$ cat src/rtl/uart_rx_core_v2.sv
// Oversampling UART receiver in the sys_clk domain: 3-point majority sampling,
// configurable frame format, break detection and a valid/ready output register.
module uart_rx_core_v2 #(
    parameter int SYS_CLK_FREQ = 200_000_000,
    parameter int BAUD_RATE    = 19200,
    parameter int OVERSAMPLE   = 16,
    parameter int DATA_BITS    = 8,
    parameter int PARITY_MODE  = 0,
    parameter int STOP_BITS    = 1
) (
    input  logic                 sys_clk,
    input  logic                 reset,
    input  logic                 uart_rx_din,
    output logic [DATA_BITS-1:0] uart_rx_dout,
    output logic                 uart_rx_valid,
    input  logic                 uart_rx_ready,
    output logic                 uart_rx_parity_error,
    output logic                 uart_rx_frame_error,
    output logic                 uart_rx_overrun,
    output logic                 uart_rx_break,
    output logic                 uart_rx_busy
);

    localparam int DIV = SYS_CLK_FREQ / (BAUD_RATE * OVERSAMPLE);
    localparam int TW  = (DIV > 1) ? $clog2(DIV) : 1;
    localparam int SW  = $clog2(OVERSAMPLE);

    localparam logic [TW-1:0] TICK_LAST = TW'(DIV - 1);
    localparam logic [SW-1:0] S_M0      = SW'(OVERSAMPLE / 2 - 1);
    localparam logic [SW-1:0] S_M1      = SW'(OVERSAMPLE / 2);
    localparam logic [SW-1:0] S_DEC     = SW'(OVERSAMPLE / 2 + 1);
    localparam logic [SW-1:0] S_LAST    = SW'(OVERSAMPLE - 1);
    localparam logic [3:0]    BIT_LAST  = 4'(DATA_BITS - 1);
    localparam logic [3:0]    STOP_LAST = 4'(STOP_BITS - 1);

    generate
        if (DIV < 1) begin : g_bad_div
            $error("uart_rx_core_v2: SYS_CLK_FREQ/(BAUD_RATE*OVERSAMPLE) must be >= 1");
        end
        if ((OVERSAMPLE < 8) || (OVERSAMPLE % 2 != 0) || (DATA_BITS < 5) || (DATA_BITS > 9) ||
            (PARITY_MODE < 0) || (PARITY_MODE > 2) || (STOP_BITS < 1) || (STOP_BITS > 2)) begin : g_bad_fmt
            $error("uart_rx_core_v2: unsupported frame format parameters");
        end
    endgenerate

    typedef enum logic [2:0] {
        ST_IDLE,
        ST_START,
        ST_DATA,
        ST_PARITY,
        ST_STOP,
        ST_BREAK_WAIT
    } state_t;

    function automatic logic f_parity_ok(input logic [DATA_BITS-1:0] data, input logic p);
        logic x;
        x = ^{data, p};
        if (PARITY_MODE == 1) begin
            return x;
        end else if (PARITY_MODE == 2) begin
            return ~x;
        end else begin
            return 1'b1;
        end
    endfunction

    state_t               r_state;
    state_t               w_state_next;
    logic                 r_sync1, r_sync2, r_sync3;
    logic [TW-1:0]        r_tick_cnt;
    logic [SW-1:0]        r_s;
    logic [SW-1:0]        r_hi_cnt;
    logic [3:0]           r_bit_cnt;
    logic                 r_m0, r_m1;
    logic [DATA_BITS-1:0] r_shift;
    logic                 r_perr_p, r_ferr_p, r_any_one;
    logic [DATA_BITS-1:0] r_dout;
    logic                 r_valid, r_perr, r_ferr, r_ovr, r_brk, r_busy;

    logic w_fall, w_tick, w_bit, w_dec, w_wrap;
    logic w_complete, w_break, w_ferr_final;

    assign w_fall = r_sync3 & ~r_sync2;
    assign w_tick = (r_tick_cnt == TICK_LAST);
    assign w_bit  = (r_m0 & r_m1) | (r_m0 & r_sync2) | (r_m1 & r_sync2);
    assign w_dec  = w_tick && (r_s == S_DEC);
    assign w_wrap = w_tick && (r_s == S_LAST);

    // Frame state register
    always_ff @(posedge sys_clk) begin
        if (reset) begin
            r_state <= ST_IDLE;
        end else begin
            r_state <= w_state_next;
        end
    end

    // Next-state decode and frame-completion strobes
    always_comb begin
        w_state_next = r_state;
        w_complete   = 1'b0;
        w_break      = 1'b0;
        w_ferr_final = r_ferr_p;
        case (r_state)
            ST_IDLE: begin
                if (w_fall) w_state_next = ST_START;
                else        w_state_next = ST_IDLE;
            end
            ST_START: begin
                if (w_dec && w_bit) w_state_next = ST_IDLE;
                else if (w_wrap)    w_state_next = ST_DATA;
                else                w_state_next = ST_START;
            end
            ST_DATA: begin
                if (w_wrap && (r_bit_cnt == BIT_LAST)) begin
                    w_state_next = (PARITY_MODE != 0) ? ST_PARITY : ST_STOP;
                end else begin
                    w_state_next = ST_DATA;
                end
            end
            ST_PARITY: begin
                if (w_wrap) w_state_next = ST_STOP;
                else        w_state_next = ST_PARITY;
            end
            ST_STOP: begin
                // Complete at the final stop decision so the next start edge is not missed
                if (w_dec && (r_bit_cnt == STOP_LAST)) begin
                    w_complete   = 1'b1;
                    w_ferr_final = r_ferr_p | ~w_bit;
                    w_break      = ~r_any_one & ~w_bit;
                    w_state_next = (~r_any_one & ~w_bit) ? ST_BREAK_WAIT : ST_IDLE;
                end else begin
                    w_state_next = ST_STOP;
                end
            end
            ST_BREAK_WAIT: begin
                if (w_tick && r_sync2 && (r_hi_cnt == S_LAST)) w_state_next = ST_IDLE;
                else                                           w_state_next = ST_BREAK_WAIT;
            end
            default: w_state_next = ST_IDLE;
        endcase
    end

    // Input synchroniser, tick/sample timing and per-frame accumulation
    always_ff @(posedge sys_clk) begin
        if (reset) begin
            r_sync1    <= 1'b1;
            r_sync2    <= 1'b1;
            r_sync3    <= 1'b1;
            r_tick_cnt <= '0;
            r_s        <= '0;
            r_hi_cnt   <= '0;
            r_bit_cnt  <= 4'd0;
            r_m0       <= 1'b1;
            r_m1       <= 1'b1;
            r_shift    <= '0;
            r_perr_p   <= 1'b0;
            r_ferr_p   <= 1'b0;
            r_any_one  <= 1'b0;
        end else begin
            r_sync1 <= uart_rx_din;
            r_sync2 <= r_sync1;
            r_sync3 <= r_sync2;

            if ((r_state == ST_IDLE && w_fall) || w_tick) r_tick_cnt <= '0;
            else                                           r_tick_cnt <= r_tick_cnt + TW'(1);

            if (r_state == ST_IDLE)  r_s <= '0;
            else if (w_wrap)         r_s <= '0;
            else if (w_tick)         r_s <= r_s + SW'(1);

            if (w_tick && (r_s == S_M0)) r_m0 <= r_sync2;
            if (w_tick && (r_s == S_M1)) r_m1 <= r_sync2;

            if (r_state == ST_BREAK_WAIT && w_tick) r_hi_cnt <= r_sync2 ? (r_hi_cnt + SW'(1)) : '0;
            else if (r_state != ST_BREAK_WAIT)      r_hi_cnt <= '0;

            case (r_state)
                ST_IDLE: begin
                    r_bit_cnt <= 4'd0;
                    if (w_fall) begin
                        r_perr_p  <= 1'b0;
                        r_ferr_p  <= 1'b0;
                        r_any_one <= 1'b0;
                    end
                end
                ST_DATA: begin
                    if (w_dec) begin
                        r_shift   <= {w_bit, r_shift[DATA_BITS-1:1]};
                        r_any_one <= r_any_one | w_bit;
                    end
                    if (w_wrap) r_bit_cnt <= (r_bit_cnt == BIT_LAST) ? 4'd0 : (r_bit_cnt + 4'd1);
                end
                ST_PARITY: begin
                    if (w_dec) begin
                        r_perr_p  <= ~f_parity_ok(r_shift, w_bit);
                        r_any_one <= r_any_one | w_bit;
                    end
                end
                ST_STOP: begin
                    if (w_dec) begin
                        r_ferr_p  <= r_ferr_p | ~w_bit;
                        r_any_one <= r_any_one | w_bit;
                        if (r_bit_cnt != STOP_LAST) r_bit_cnt <= r_bit_cnt + 4'd1;
                    end
                end
                default: r_bit_cnt <= r_bit_cnt;
            endcase
        end
    end

    // Output holding register with valid/ready handshake, overrun and break pulses
    always_ff @(posedge sys_clk) begin
        if (reset) begin
            r_dout  <= '0;
            r_valid <= 1'b0;
            r_perr  <= 1'b0;
            r_ferr  <= 1'b0;
            r_ovr   <= 1'b0;
            r_brk   <= 1'b0;
            r_busy  <= 1'b0;
        end else begin
            r_ovr  <= 1'b0;
            r_brk  <= 1'b0;
            r_busy <= (w_state_next != ST_IDLE);
            if (w_complete && w_break) begin
                r_brk   <= 1'b1;
                r_valid <= r_valid & ~uart_rx_ready;
            end else if (w_complete && (!r_valid || uart_rx_ready)) begin
                r_dout  <= r_shift;
                r_perr  <= r_perr_p;
                r_ferr  <= w_ferr_final;
                r_valid <= 1'b1;
            end else if (w_complete) begin
                r_ovr <= 1'b1;
            end else if (r_valid && uart_rx_ready) begin
                r_valid <= 1'b0;
            end else begin
                r_valid <= r_valid;
            end
        end
    end

    assign uart_rx_dout         = r_dout;
    assign uart_rx_valid        = r_valid;
    assign uart_rx_parity_error = r_perr;
    assign uart_rx_frame_error  = r_ferr;
    assign uart_rx_overrun      = r_ovr;
    assign uart_rx_break        = r_brk;
    assign uart_rx_busy         = r_busy;

endmodule

$ cat config.mk
export PLATFORM = sky130hd
export DESIGN_NAME = uart_rx_core_v2
export DESIGN_NICKNAME = d
export VERILOG_FILES = /design/src/rtl/uart_rx_core_v2.sv
export SDC_FILE = /design/constraint.sdc
export NUM_CORES = 1
export LEC_CHECK = 0
export ABC_AREA = 1
export CELL_PAD_IN_SITES_DETAIL_PLACEMENT = 0
export CELL_PAD_IN_SITES_GLOBAL_PLACEMENT = 1
export CORE_ASPECT_RATIO = 2
export CORE_UTILIZATION = 42
export CTS_CLUSTER_DIAMETER = 40
export DETAILED_ROUTE_END_ITERATION = 7
export HOLD_SLACK_MARGIN = 0.06
export PLACE_DENSITY = 0.82
export SLEW_MARGIN = 20
export SYNTH_ARGS = -nofsm -noshare
export SYNTH_HDL_FRONTEND = slang
export SYNTH_SLANG_ARGS = --single-unit
export TNS_END_PERCENT = 30
$ cat constraint.sdc
create_clock -name sys_clk -period 2.31 [get_ports sys_clk]
set_clock_uncertainty 0.1 [all_clocks]
set_input_delay 0.462 -clock sys_clk [delete_from_list [all_inputs] [get_ports sys_clk]]
set_output_delay 0.462 -clock sys_clk [all_outputs]
set_load 0.03 [all_outputs]
## After elaboration in Yosys (flattened, before gate mapping)

Index checks and enable logic that the tools add are counted.

| storage, ports and cells | value |
|---|---|
| bits in registers | 55 |
| output and inout bits | 14 |
| input bits | 4 |
| logic and storage cells | 138 |

| cells by class | value |
|---|---|
| equality and inequality tests | 20 |
| mux-type cells | 39 |
| reduce and logical (&&, ||, !) cells | 38 |
| bitwise operators | 16 |
| $add $sub $neg | 4 |

Operator list:

| operator | count |
|---|---|
| $mux W4 | 7 |
| $mux W1 | 20 |
| $pmux W3 S6 | 1 |
| $eq A4 B4 Y1 const B | 4 |
| $mux W3 | 5 |
| $logic_and A1 B1 Y1 | 14 |
| $add A4 B1 Y4 const B | 3 |
| $pmux W4 S3 | 1 |
| $add A10 B1 Y10 const B | 1 |
| $eq A10 B10 Y1 const B | 1 |
| $ne A2 B2 Y1 const B | 5 |
| $reduce_and A3 Y1 | 3 |
| $reduce_bool A3 Y1 | 3 |
| $reduce_or A3 Y1 | 3 |
| $eq A4 B3 Y1 const B | 2 |
| $reduce_bool A2 Y1 | 4 |
| $and A1 B1 Y1 | 6 |
| $eq A3 B2 Y1 const B | 2 |
| $eq A3 B3 Y1 const B | 2 |
| $not A1 Y1 | 6 |
| $pmux W1 S2 | 3 |
| $reduce_and A2 Y1 | 3 |
| $logic_not A4 Y1 | 1 |
| $mux W2 | 2 |
| other kinds (11) | 15 |

## Longest topological paths before layout

| logic depth | value |
|---|---|
| depth after elaboration | 10 |
| gate-level depth with buffers | 12 |

## Least setup slack after synthesis

Ideal clock, no wire load.

| timing | value |
|---|---|
| path kind | register -> register |
| from | register r_tick_cnt[0] |
| to | register r_ferr (netlist: uart_rx_frame_error) |
| data arrival time | 1.488 ns |
| path slack | 0.609 ns |
| setup time | 0.113 ns |
| cell stages (with the launch flop) | 13 |
| path through | dfxtp_1 -> inv_1 -> ha_1 -> nand2_1 -> nor2_1 -> nand3_4 -> nor2_8 -> nand4_4 -> nor2_4 -> buf_6 -> nand2_1 -> nand2_1 -> nor2_1 |

| between the ends | value |
|---|---|
| word-level cells in the longest chain between the ends | 8 |
| elaborated cells on any way between the ends | 13 |

Ends and longest elaborated chain:

| item | line | RTL |
|---|---|---|
| start, declared | 70 | `logic [TW-1:0] r_tick_cnt;` |
| start signal, assigned | 166 | `else r_tick_cnt <= r_tick_cnt + TW'(1);` |
| $eq A10 B10 Y1 (*) | 84 | `assign w_tick = (r_tick_cnt == TICK_LAST);` |
| $logic_and A1 B1 Y1 (*) | 86 | `assign w_dec = w_tick && (r_s == S_DEC);` |
| $logic_and A1 B1 Y1 (*) | 127 | `if (w_dec && (r_bit_cnt == STOP_LAST)) begin` |
| $mux W1 | 127 |  |
| $mux W1 | 104 | `case (r_state)` |
| $logic_and A1 B1 Y1 | 226 | `if (w_complete && w_break) begin` |
| $not A1 Y1 (no source line) | n/a |  |
| $reduce_and A2 Y1 (no source line) | n/a |  |
| end signal, assigned | 232 | `r_ferr <= w_ferr_final;` |
| end, declared | 78 | `logic r_valid, r_perr, r_ferr, r_ovr, r_brk, r_busy;` |

Mark *: on every way between the ends. The rest lies on a longest branch, timed or not.
A chain may end at the register's enable or synchronous reset.

## Worst setup path after layout

| timing | value |
|---|---|
| from | register r_tick_cnt[0] |
| to | register r_dout[1] (netlist: uart_rx_dout[1]) |

| between the ends | value |
|---|---|
| word-level cells in the longest chain between the ends | 8 |
| elaborated cells on any way between the ends | 11 |

Ends and longest elaborated chain:

| item | line | RTL |
|---|---|---|
| $eq A10 B10 Y1 (*) | 84 |  |
| $logic_and A1 B1 Y1 (*) | 86 |  |
| $logic_and A1 B1 Y1 (*) | 127 |  |
| $mux W1 | 127 |  |
| $mux W1 | 104 |  |
| $logic_and A1 B1 Y1 | 226 |  |
| $not A1 Y1 (no source line) | n/a |  |
| $reduce_and A2 Y1 (no source line) (*) | n/a |  |
| end signal, assigned | 230 | `r_dout <= r_shift;` |
| end, declared | 77 | `logic [DATA_BITS-1:0] r_dout;` |

Marks and branches as above.

==> impl_results.md <==
* Run status: complete, no violations
* Tmin final at 2030 ps
* Final RePlAce weighted congestion at 0.842
* Rows at 39
* CP max stage cell: dfxtp_1
* Root buffer cell: clkbuf_16
* Top layer used by detailed routing: met4
* Fin cells at 421
* Met2 wire length at 2.94 mm
* Die area at 0.00628 sq mm
* First-pass GRT wire length at 8.94 mm
* R2R Path End: uart_rx_dout[1]
* DR WL/cell at 12.5 microns
* Crit path max-delay family: simple AND/OR/NAND/NOR gates
* DR vias/cell at 5.08
* WP depth at 11
* Num CTS Buffers at 5
* YS warnings at 0
* Layout cell share with drive strength beyond 1 at 6.94%
* Largest net degree at the start of global routing at 19
* Startpoint types: flip-flop
* Worst setup path endpoint: uart_rx_dout[1]
* TritonCTS clock tree: done
* Commonest cells in the netlist: nand2_1 (67), dfxtp_1 (53), nor2_1 (49)
* Drt first-iter violations at 32
* Post-detailed-route DRC marker count at 0
* Fin crit share at 87.9%
* Drt total wl at 5.26 mm
* Vias in the first global route at 2042
* #FFs+latches synth at 53
* Worst Hold Class: flip-flop to flip-flop
* Met3 wire length at 114 microns
* Placed Area at 0.00271 sq mm
* Crit path max fanout at 13
* Post-synth ARST share at 0%
* Post-CTS Repair Setup Buffers at 0
* Count leader, synth: nand2_1
* Synth top area cells: dfxtp_1 (42%), nand2_1 (10%), nor2_1 (7.4%), inv_1 (6.3%), a21oi_1 (5.6%)
* Total congestion overflow at 0
* H-tree levels at 2
* Worst skew pair latency at 290 ps
* Post-synthesis sequential area ratio at 42.4%
* Max-cap viol count at 0
* Max Root-Sink Buffers at 2
* EDFF count, synth at 0
* CP cell instances: inv_1 > ha_1 > nand2_1 > nor2_1 > nand3_4 > nor2_8 > nand4_4 > nor2_4 > nand2_1 > nand2_1 > nor2_1
* Critical Path Source: r_tick_cnt[0]
* Syn-to-layout area delta at 14.9%
* # diodes at 0
* Critical path endpoint category: flip-flop
* Clock sinks at 53
* Final hold viol count at 0
* Largest area contributor in the netlist: dfxtp_1
* Clk slew on worst S/H paths at 70 ps
* Cells after DPL at 413
* Post-route ant nets at 0
* Crit path DAT at 2120 ps
* Setup ws final at 278 ps
* PortBufs at 16
* PwrDens at 622 mW/mm^2
* Most frequent CP cell: nand2_1
* CP max stage delay at 340 ps
* # setup viols final at 0
* Final instance area at 0.00287 sq mm
* Initial DRT Pass Iterations at 4
* Worst IR drop on VDD at 764 uV
* CTS Hold Buffers Added at 0
* Synthesized area at 0.00250 sq mm
* Initial Utilization at 43.8%
* Leak pwr at 1.17 nW
* Setup TNS at 0 ps
* Metal-1 WL at 2.09 mm
* Worst R2R Setup Slack at 280 ps
* Pre-CTS setup slack at 283 ps
* WP data required at 2400 ps
* GRT Total Usage at 18.1%
* Distinct cells, synth at 38
* CP Buf/Inv Count at 1
* WHS at 312 ps
* Core Area at 0.00571 sq mm
* Vias at 2138
* DPL Wire Length at 4.05 mm
* Utilization after layout at 50.3%
* Fin nets at 371
* Antenna violations before repair at 0
* Reg-to-Reg Start: r_tick_cnt[0]
* Syn Area/Cell at 7.33 sq um
* Top cell type's share of synthesized area at 42.4%
* Synth Flop Type: dfxtp_1
* # IOs at 18
* Worst Reg-to-Reg Cells at 11
* Die span in y at 111 microns
* Crit path kind: flip-flop to flip-flop
* Syn Inst Count at 341
* Maximum clock rate at 492 MHz
* RSZ-0062 raised after global routing: false
* Slew Limit Fails at 0
* Die X at 56.6 microns
* Total chip power at 1.79 mW
* Syn_nets at 353
==> where the power goes <==
| group | total (mW) | internal (mW) | leakage [nW] | switching, mW |
|---|---|---|---|---|
| clock | 0.784 | 0.459 | 0.0799 | 0.324 |
| combinational | 0.0696 | 0.0248 | 0.659 | 0.0448 |
| sequential | 0.933 | 0.924 | 0.428 | 0.00888 |
| total | 1.79 | 1.41 | 1.17 | 0.378 |
==> flip-flops by register name, indices dropped and copies added, names as in the netlist, 3 cells and up <==
register and cells:
r_s 4, r_state 3, r_tick_cnt 10, r_hi_cnt 4, uart_rx_dout 8, r_bit_cnt 4, r_shift 8
==> cells by family (layout without fill, tap and decap cells) <==
family | count (synthesis) | count (layout) | share of synthesized area [%]
compound gates | 56 | 56 | 12.1
xor+xnor | 5 | 5 | 1.75
fa+ha+maj | 8 | 8 | 4.00
buf+inv | 51 | 70 | 8.21
flops | 53 | 53 | 42.4
other cells | 1 | 1 | 0.150
simple gates | 167 | 167 | 31.3
==> worst min-delay path by stage <==
stage	start	end	slack, ps	cells past startpoint
floorplan	r_sync1	r_sync2	290	1
global placement	r_sync1	r_sync2	290	1
detailed placement	r_sync1	r_sync2	300	1
CTS	r_sync1	r_sync2	320	1
global route	r_sync1	r_sync2	340	1
finish	r_sync1	r_sync2	310	1
==> placed cells by master, fill, tap and decap left out, drive strengths merged, types with 2 or more instances in the layout <==
cell and n:
nand2 68, dfxtp 53, nor2 53, inv 43
a21oi 29, o21ai 19, nand3 18, clkdlybuf4s50 16
nand4 12, nor3 9, ha 8, clkbuf 7
o21a 3, xor2 3, or2 3, a211oi 2
xnor2 2, o211ai 2, buf 2, clkinv 2
==> area by class of cell <==
class                           instances  area (sq um)
Clock buffer                            7           153
Clock inverter                          1          5.00
Fill cell                             581          2840
Inverter                               44           165
Multi-Input combinational cell        237          1240
Sequential cell                        53          1060
Tap cell                               61          76.3
Timing Repair Buffer                   18           175
==> per-layer routing <==
| metal | vias to the layer above | global-route usage [%] |
|---|---|---|
| met2 | 22 | 34.5 |
| met1 | 970 | 18.1 |
| li1 | 1138 | - |
| met3 | 8 | 3.62 |
| met5 | - | 0 |
| met4 | 0 | 7.80 |
==> timing repair <==
item                                    CTS  global route
endpoints found under the hold margin     0             0
resized for setup                         0             1
endpoints found under the setup margin    0             2
Note: power is estimated with default switching activity, not from simulation.
